--- src/rtl/hazard_pkg.sv ---
// Shared types for the pipeline hazard controller: forwarding selects, memory FSM states and
// the per-stage shadow record kept for E/M/W.
package hazard_pkg;

    localparam int unsigned RegAddrW = 5;

    typedef enum logic [1:0] {
        FwdRf = 2'd0,
        FwdW  = 2'd1,
        FwdM  = 2'd2
    } fwd_sel_e;

    localparam logic [0:0] StIdle    = 1'b0;
    localparam logic [0:0] StMemWait = 1'b1;

    typedef struct packed {
        logic [RegAddrW-1:0] rd;
        logic                reg_write;
        logic                is_load;
    } shadow_t;

    // True when the stage will write a non-x0 register matching rs.
    function automatic logic writes_reg(input shadow_t s, input logic [RegAddrW-1:0] rs);
        return s.reg_write && (s.rd != '0) && (s.rd == rs);
    endfunction

endpackage

--- src/rtl/hazard_controller_if.sv ---
// Decoder/datapath-facing signal bundle of the hazard controller.
interface hazard_controller_if #(
    parameter int unsigned REG_ADDR_W = 5,
    parameter int unsigned FWD_W      = 2
);
    logic                  valid_d;
    logic [REG_ADDR_W-1:0] rs1_d;
    logic [REG_ADDR_W-1:0] rs2_d;
    logic                  rs1_used_d;
    logic                  rs2_used_d;
    logic [REG_ADDR_W-1:0] rd_d;
    logic                  reg_write_d;
    logic                  is_load_d;
    logic                  redirect_e;
    logic                  mem_req_m;
    logic                  mem_ready_m;
    logic                  stall_f;
    logic                  stall_d;
    logic                  flush_d;
    logic                  stall_e;
    logic                  bubble_e;
    logic                  stall_m;
    logic                  bubble_w;
    logic [FWD_W-1:0]      fwd_a_e;
    logic [FWD_W-1:0]      fwd_b_e;
    logic                  mem_busy;

    modport master (
        output valid_d, rs1_d, rs2_d, rs1_used_d, rs2_used_d, rd_d, reg_write_d, is_load_d,
               redirect_e, mem_req_m, mem_ready_m,
        input  stall_f, stall_d, flush_d, stall_e, bubble_e, stall_m, bubble_w,
               fwd_a_e, fwd_b_e, mem_busy
    );

    modport slave (
        input  valid_d, rs1_d, rs2_d, rs1_used_d, rs2_used_d, rd_d, reg_write_d, is_load_d,
               redirect_e, mem_req_m, mem_ready_m,
        output stall_f, stall_d, flush_d, stall_e, bubble_e, stall_m, bubble_w,
               fwd_a_e, fwd_b_e, mem_busy
    );
endinterface

--- src/rtl/forward_unit.sv ---
// Operand forwarding select for one E-stage source; M takes priority over W, x0 never forwards.
module forward_unit
    import hazard_pkg::*;
(
    input  logic [RegAddrW-1:0] rs_i,
    input  logic                used_i,
    input  shadow_t             m_i,
    input  shadow_t             w_i,
    output fwd_sel_e            sel_o
);

    always_comb begin
        sel_o = FwdRf;
        if (used_i && writes_reg(m_i, rs_i)) begin
            sel_o = FwdM;
        end else if (used_i && writes_reg(w_i, rs_i)) begin
            sel_o = FwdW;
        end
    end

endmodule

--- src/rtl/hazard_controller.sv ---
// Pipeline sequencer for the 5-stage core: E/M/W shadow scoreboard, forwarding, and arbitration
// of memory-wait, redirect and load-use hazards.
module hazard_controller
    import hazard_pkg::*;
#(
    parameter int unsigned REG_ADDR_W = 5,
    parameter int unsigned FWD_W      = 2
) (
    input logic                clk,
    input logic                rst_n,
    hazard_controller_if.slave hz
);

    shadow_t             e_q, e_d, m_q, m_d, w_q, w_d;
    logic [RegAddrW-1:0] e_rs1_q, e_rs1_d, e_rs2_q, e_rs2_d;
    logic                e_rs1_used_q, e_rs1_used_d, e_rs2_used_q, e_rs2_used_d;
    logic [0:0]          state_q, state_d;

    logic                mem_stall, load_use, redirect_act;
    logic                stall_f, stall_d, flush_d, stall_e, bubble_e, stall_m, bubble_w;
    logic                mem_busy;
    fwd_sel_e            fwd_a, fwd_b;

    logic [RegAddrW-1:0] rs1_d, rs2_d;
    assign rs1_d = RegAddrW'(hz.rs1_d);
    assign rs2_d = RegAddrW'(hz.rs2_d);

    forward_unit u_fwd_a (
        .rs_i   (e_rs1_q),
        .used_i (e_rs1_used_q),
        .m_i    (m_q),
        .w_i    (w_q),
        .sel_o  (fwd_a)
    );

    forward_unit u_fwd_b (
        .rs_i   (e_rs2_q),
        .used_i (e_rs2_used_q),
        .m_i    (m_q),
        .w_i    (w_q),
        .sel_o  (fwd_b)
    );

    always_comb begin
        mem_stall = hz.mem_req_m && !hz.mem_ready_m && (state_q == StIdle);
        mem_stall = mem_stall || (!hz.mem_ready_m && (state_q == StMemWait));
        load_use  = e_q.is_load && hz.valid_d &&
                    ((hz.rs1_used_d && writes_reg(e_q, rs1_d)) ||
                     (hz.rs2_used_d && writes_reg(e_q, rs2_d)));
        // A redirect held during a memory wait is taken in the release cycle.
        redirect_act = hz.redirect_e && !mem_stall;

        stall_f  = 1'b0;
        stall_d  = 1'b0;
        flush_d  = 1'b0;
        stall_e  = 1'b0;
        bubble_e = 1'b0;
        stall_m  = 1'b0;
        bubble_w = 1'b0;
        mem_busy = 1'b0;
        if (mem_stall) begin
            stall_f  = 1'b1;
            stall_d  = 1'b1;
            stall_e  = 1'b1;
            stall_m  = 1'b1;
            bubble_w = 1'b1;
            mem_busy = (state_q == StMemWait);
        end else if (redirect_act) begin
            flush_d  = 1'b1;
            bubble_e = 1'b1;
        end else if (load_use) begin
            stall_f  = 1'b1;
            stall_d  = 1'b1;
            bubble_e = 1'b1;
        end
    end

    always_comb begin
        state_d = state_q;
        if (state_q == StIdle) begin
            if (hz.mem_req_m && !hz.mem_ready_m) state_d = StMemWait;
        end else if (hz.mem_ready_m) begin
            state_d = StIdle;
        end

        e_d          = e_q;
        e_rs1_d      = e_rs1_q;
        e_rs2_d      = e_rs2_q;
        e_rs1_used_d = e_rs1_used_q;
        e_rs2_used_d = e_rs2_used_q;
        if (bubble_e) begin
            e_d          = '0;
            e_rs1_d      = '0;
            e_rs2_d      = '0;
            e_rs1_used_d = 1'b0;
            e_rs2_used_d = 1'b0;
        end else if (!stall_e) begin
            e_d.rd        = RegAddrW'(hz.rd_d);
            e_d.reg_write = hz.reg_write_d;
            e_d.is_load   = hz.is_load_d;
            e_rs1_d       = rs1_d;
            e_rs2_d       = rs2_d;
            e_rs1_used_d  = hz.rs1_used_d;
            e_rs2_used_d  = hz.rs2_used_d;
        end

        m_d = stall_m  ? m_q : e_q;
        w_d = bubble_w ? '0  : m_q;
    end

    always_ff @(posedge clk or negedge rst_n) begin
        if (!rst_n) begin
            state_q      <= StIdle;
            e_q          <= '0;
            m_q          <= '0;
            w_q          <= '0;
            e_rs1_q      <= '0;
            e_rs2_q      <= '0;
            e_rs1_used_q <= 1'b0;
            e_rs2_used_q <= 1'b0;
        end else begin
            state_q      <= state_d;
            e_q          <= e_d;
            m_q          <= m_d;
            w_q          <= w_d;
            e_rs1_q      <= e_rs1_d;
            e_rs2_q      <= e_rs2_d;
            e_rs1_used_q <= e_rs1_used_d;
            e_rs2_used_q <= e_rs2_used_d;
        end
    end

    // Outputs are forced low while reset is held, even if requests are still asserted.
    assign hz.stall_f  = rst_n && stall_f;
    assign hz.stall_d  = rst_n && stall_d;
    assign hz.flush_d  = rst_n && flush_d;
    assign hz.stall_e  = rst_n && stall_e;
    assign hz.bubble_e = rst_n && bubble_e;
    assign hz.stall_m  = rst_n && stall_m;
    assign hz.bubble_w = rst_n && bubble_w;
    assign hz.mem_busy = rst_n && mem_busy;
    assign hz.fwd_a_e  = rst_n ? FWD_W'(fwd_a) : '0;
    assign hz.fwd_b_e  = rst_n ? FWD_W'(fwd_b) : '0;

endmodule

--- src/flat_wrapper.sv ---
// flat-port wrapper written by rule: the top's interface ports become plain ports
module hazard_controller_flat import hazard_pkg::*;
#(
    parameter int unsigned REG_ADDR_W = 5,
    parameter int unsigned FWD_W      = 2
)
  (clk, rst_n, hz_valid_d, hz_rs1_d, hz_rs2_d, hz_rs1_used_d, hz_rs2_used_d, hz_rd_d, hz_reg_write_d, hz_is_load_d, hz_redirect_e, hz_mem_req_m, hz_mem_ready_m, hz_stall_f, hz_stall_d, hz_flush_d, hz_stall_e, hz_bubble_e, hz_stall_m, hz_bubble_w, hz_fwd_a_e, hz_fwd_b_e, hz_mem_busy);
  hazard_controller_if #(.REG_ADDR_W(REG_ADDR_W), .FWD_W(FWD_W)) hz_i ();
  input logic clk;
  input logic rst_n;
  input wire logic [$bits(hz_i.valid_d)-1:0] hz_valid_d;
  input wire logic [$bits(hz_i.rs1_d)-1:0] hz_rs1_d;
  input wire logic [$bits(hz_i.rs2_d)-1:0] hz_rs2_d;
  input wire logic [$bits(hz_i.rs1_used_d)-1:0] hz_rs1_used_d;
  input wire logic [$bits(hz_i.rs2_used_d)-1:0] hz_rs2_used_d;
  input wire logic [$bits(hz_i.rd_d)-1:0] hz_rd_d;
  input wire logic [$bits(hz_i.reg_write_d)-1:0] hz_reg_write_d;
  input wire logic [$bits(hz_i.is_load_d)-1:0] hz_is_load_d;
  input wire logic [$bits(hz_i.redirect_e)-1:0] hz_redirect_e;
  input wire logic [$bits(hz_i.mem_req_m)-1:0] hz_mem_req_m;
  input wire logic [$bits(hz_i.mem_ready_m)-1:0] hz_mem_ready_m;
  output wire logic [$bits(hz_i.stall_f)-1:0] hz_stall_f;
  output wire logic [$bits(hz_i.stall_d)-1:0] hz_stall_d;
  output wire logic [$bits(hz_i.flush_d)-1:0] hz_flush_d;
  output wire logic [$bits(hz_i.stall_e)-1:0] hz_stall_e;
  output wire logic [$bits(hz_i.bubble_e)-1:0] hz_bubble_e;
  output wire logic [$bits(hz_i.stall_m)-1:0] hz_stall_m;
  output wire logic [$bits(hz_i.bubble_w)-1:0] hz_bubble_w;
  output wire logic [$bits(hz_i.fwd_a_e)-1:0] hz_fwd_a_e;
  output wire logic [$bits(hz_i.fwd_b_e)-1:0] hz_fwd_b_e;
  output wire logic [$bits(hz_i.mem_busy)-1:0] hz_mem_busy;
  assign hz_i.valid_d = hz_valid_d;
  assign hz_i.rs1_d = hz_rs1_d;
  assign hz_i.rs2_d = hz_rs2_d;
  assign hz_i.rs1_used_d = hz_rs1_used_d;
  assign hz_i.rs2_used_d = hz_rs2_used_d;
  assign hz_i.rd_d = hz_rd_d;
  assign hz_i.reg_write_d = hz_reg_write_d;
  assign hz_i.is_load_d = hz_is_load_d;
  assign hz_i.redirect_e = hz_redirect_e;
  assign hz_i.mem_req_m = hz_mem_req_m;
  assign hz_i.mem_ready_m = hz_mem_ready_m;
  assign hz_stall_f = hz_i.stall_f;
  assign hz_stall_d = hz_i.stall_d;
  assign hz_flush_d = hz_i.flush_d;
  assign hz_stall_e = hz_i.stall_e;
  assign hz_bubble_e = hz_i.bubble_e;
  assign hz_stall_m = hz_i.stall_m;
  assign hz_bubble_w = hz_i.bubble_w;
  assign hz_fwd_a_e = hz_i.fwd_a_e;
  assign hz_fwd_b_e = hz_i.fwd_b_e;
  assign hz_mem_busy = hz_i.mem_busy;
  hazard_controller #(.REG_ADDR_W(REG_ADDR_W), .FWD_W(FWD_W)) u_core (.clk(clk), .rst_n(rst_n), .hz(hz_i));
endmodule
--- config.mk ---
export PLATFORM = sky130hd
export DESIGN_NAME = hazard_controller_flat
export DESIGN_NICKNAME = d
export VERILOG_FILES = /design/src/rtl/hazard_pkg.sv /design/src/rtl/hazard_controller_if.sv /design/src/rtl/forward_unit.sv /design/src/rtl/hazard_controller.sv /design/src/flat_wrapper.sv
export SDC_FILE = /design/constraint.sdc
export NUM_CORES = 1
export LEC_CHECK = 0
export ABC_AREA = 1
export BUFFER_PORTS_ARGS = -buffer_cell sky130_fd_sc_hd__buf_2
export CAP_MARGIN = 20
export CORE_AREA = 4 4 65 67
export CTS_CLUSTER_DIAMETER = 150
export CTS_CLUSTER_SIZE = 28
export DETAILED_ROUTE_END_ITERATION = 16
export DIE_AREA = 0 0 69 71
export GPL_TIMING_DRIVEN = 0
export PLACE_DENSITY_LB_ADDON = 0.25
export SETUP_SLACK_MARGIN = 0.15
export SYNTH_ARGS = -nofsm -noshare
export SYNTH_HDL_FRONTEND = slang
export SYNTH_SLANG_ARGS = --single-unit
--- constraint.sdc ---
create_clock -name clk -period 1.6 [get_ports clk]
set_clock_uncertainty 0.15 [all_clocks]
set_input_delay 0.08 -clock clk [delete_from_list [all_inputs] [get_ports clk]]
set_output_delay 0.08 -clock clk [all_outputs]
set_load 0.02 [all_outputs]
==> impl_metrics.csv <==
group,metric,value,unit
setup_path,start_kind,"register",
detailed_routing,drtPass1Iterations,5,
global_route,grt-ovfl-total,0,
outcome,status,"finished, violations left",
power_and_ir_drop,peakVddDrop,0.000686,V
setup_path,crit_path_end_kind,"primary output",
place,io_buffers,36,
clock_network,cts.sinks,32,
timing,hold-worst-slack,-0.00278,ns
die,dieArea,0.00490,mm²
outcome,violations,"negative hold slack, negative setup slack",
synth,synth_area,0.00195,mm²
clock_network,htreeDepth,2,
clock_network,numCtsBuffers,5,
global_route,grt_use_total,0.263,
setup_path,critPathMaxStageDelay,0.40,ns
detailed_routing,vias,2274,
synth,syn-num-nets,317,
clock_network,clk_latency,0.28,ns
timing,fin_crit,1.94,ns
global_route,grt_first_pass_wirelength,10200,µm
synth,synth.area.top_cells,"dfrtp_1, nand2_1, inv_1",
global_route,antenna_found_initial,0,
finish,drive_above_1_share,0.372,
clock_network,path_clk_slew,0.06,ns
die,die_w,69,µm
die,rows,22,
finish,fin_cells,414,
finish,diodes,0,
place,placement.cell_area,0.00221,mm²
timing,finalCritPeriodShare,1.21,
synth,synth.avg_cell_area,6.69,µm²
detailed_routing,drc,0,
power_and_ir_drop,power,0.00234,W
setup_path,crit_path_top_delay_cell,"dfrtp_1",
synth,synth_cell_types,24,
synth,yosysWarnings,0,
timing,hold_viol,1,
place,gp_congestion,0.946,
power_and_ir_drop,p_leak,1.48,nW
detailed_routing,routedWlPerCell,15.7,µm
timing,fmax,515,MHz
die,start_util,0.538,
synth,synth_cells,292,
timing,rsz0062_at_grt,"yes",
detailed_routing,vias_per_cell,5.49,
place,hpwl,3710,µm
synth,ys_seq_area_frac,0.410,
place,dp.cells,376,
job,cap_violations,0,
min_path,hp-class,"in -> reg",
synth,yosysTopAreaCellShare,0.410,
clock_network,ctsLongestPathBuffers,2,
timing,max-slew-margin-rel,0.763,
timing,fin_ws,-0.341,ns
global_route,grt_max_degree,33,
die,die_h,71,µm
clock_network,cts-root-buf,"clkbuf_8",
die,core_area,0.00363,mm²
power_and_ir_drop,power.density,825,mW/mm²
timing,tightestPinTransition,0.356,ns
detailed_routing,drt-total-wl,6490,µm
clock_network,cts_tree,"yes",
setup_path,crit_top_cell,"nand2_2",
synth,yosys.area.top_type,"dfrtp_1",
die,ios,37,
global_route,grt_pass1_vias,2160,
detailed_routing,drt_iter0_drc,260,
finish,finish.instance_area,0.00284,mm²
finish,synthToLayoutAreaGrowth,45.2,%
setup_path,path_cells,"inv_2 > nand2_1 > nand2_1 > nor2_1 > nand3_1 > nand2_2 > nand2_2 > nand2_2 > buf_6 > nand2_2 > nor2_2 > buf_6",
setup_path,path_max_fanout,4,
setup_path,cp.required,1.37,ns
detailed_routing,ant_nets,0,
timing,slew_violations,0,
timing,setup_viol,30,
setup_path,critPathArrivalTime,1.71,ns
synth,synth-seq-cells,32,
setup_path,crit_type,"reg -> out",
finish,fin_nets,391,
[power by group]
group          leakage, nW  internal [W]  total (W)  switching [W]
Combinational         1.02      0.000306   0.000687       0.000381
Sequential           0.407      0.000888   0.000982      0.0000936
Clock               0.0503      0.000383   0.000673       0.000290
Total                 1.48       0.00158    0.00234       0.000764
[worst paths after layout]
path,from,endpoint,slack [ns],depth (start not counted)
setup reg to reg,u_core.e_q[5],u_core.e_rs1_q[0],-0.19,11
setup / recovery,u_core.e_q[4],hz_bubble_e,-0.34,12
hold reg to reg,u_core.m_q[1],u_core.w_q[1],0.38,2
max in group asynchronous,rst_n,u_core.e_rs2_q[3],0.86,3
hold / removal,hz_rd_d[2],u_core.e_q[4],-0.003,5
min in group asynchronous,rst_n,u_core.e_q[5],0.25,3
[what timing repair did]
| item | CTS | global route |
|---|---|---|
| gates resized for setup | 47 | 37 |
| cloned | 1 | 0 |
| hold buffers | 10 | 0 |
| hold endpoints to repair | 40 | 0 |
| pin swaps | 9 | 17 |
| setup endpoints to repair | 31 | 34 |
| setup buffers | 10 | 10 |
[registers in the layout (all words and copies together), names as in the netlist]
register             flops
u_core.e_rs2_q           5
u_core.state_q           1
u_core.e_rs1_used_q      1
u_core.e_q               7
u_core.w_q               6
u_core.m_q               6
u_core.e_rs2_used_q      1
u_core.e_rs1_q           5
[kinds of logic (layout without fill, tap and decap cells)]
kind of cell,after synthesis,after routing,synth area share
flip-flops,32,32,0.410
AND/OR/NAND/NOR,138,138,0.291
AO/OA/AOI/OAI,47,47,0.125
XOR/XNOR,6,6,0.0269
buffers and inverters,69,143,0.147
[per-stage QoR]
step,util,TNS [ns],hold WS [ns],setup WS (ns)
2_1_floorplan,-,0,-0.366,0.139
3_3_place_gp,0.608,-1.69,0.0498,-0.262
3_5_place_dp,0.608,-2.07,0.0496,-0.277
4_1_cts,0.733,-1.71,0.00449,-0.270
5_1_grt,0.781,-6.84,0.0126,-0.466
6_report,0.781,-3.71,-0.00278,-0.341
[area by class of cell]
cell class              instances  area [µm²]
inverters                      56         210
fillers                       241         796
multi-input cells             191        1020
plain buffers                  13         118
flip-flops and latches         32         807
clock buffers                   7        96.3
well taps                      48        60.1
repair buffers                 67         527
[cells in the mapped netlist, drive strengths merged]
library cell / count
nand2: 92
xor2: 1
nand4: 8
inv: 56
dfrtp: 32
o21ai: 21
nor3b: 1
o211ai: 1
xnor2: 5
clkbuf: 4
or2: 1
o22ai: 4
nor2: 27
nor4: 1
buf: 9
a211oi: 1
nor3: 4
nand3: 4
a21oi: 20
[worst max-delay path: cells and delay by family, from the launching register on]
kind	cells	cell delay, ns
buffers and inverters	3	0.30
and+or+nand+nor	9	0.72
DFF	1	0.40
[placed cells by master, fill, tap and decap left out]
| master | n |
|---|---|
| a211oi_1 | 1 |
| a21oi_1 | 3 |
| a21oi_2 | 16 |
| a21oi_4 | 1 |
| buf_12 | 1 |
| buf_2 | 28 |
| buf_4 | 25 |
| buf_6 | 10 |
| buf_8 | 2 |
| bufbuf_16 | 1 |
| clkbuf_2 | 2 |
| clkbuf_4 | 1 |
| clkbuf_8 | 8 |
| dfrtp_1 | 27 |
| dfrtp_2 | 5 |
| dlygate4sd3_1 | 9 |
| inv_1 | 44 |
| inv_2 | 12 |
| nand2_1 | 83 |
| nand2_2 | 9 |
| nand3_1 | 3 |
| nand3_2 | 1 |
| nand4_1 | 8 |
| nor2_1 | 21 |
| nor2_2 | 4 |
| nor2_4 | 2 |
| nor3_1 | 1 |
| nor3_2 | 3 |
| nor3b_1 | 1 |
| nor4_2 | 1 |
| o211ai_1 | 1 |
| o21ai_0 | 20 |
| o21ai_1 | 1 |
| o22ai_1 | 2 |
| o22ai_2 | 2 |
| or2_2 | 1 |
| xnor2_1 | 4 |
| xnor2_2 | 1 |
| xor2_1 | 1 |
[per-layer routing]
layer | global-route usage | up-vias | routed length, µm
li1 | - | 1045 | -
met1 | 0.314 | 1079 | 2480
met2 | 0.457 | 123 | 3330
met3 | 0.0511 | 27 | 451
met4 | 0.121 | 0 | 230
met5 | 0 | - | 0
(Power assumes the default switching activity.)
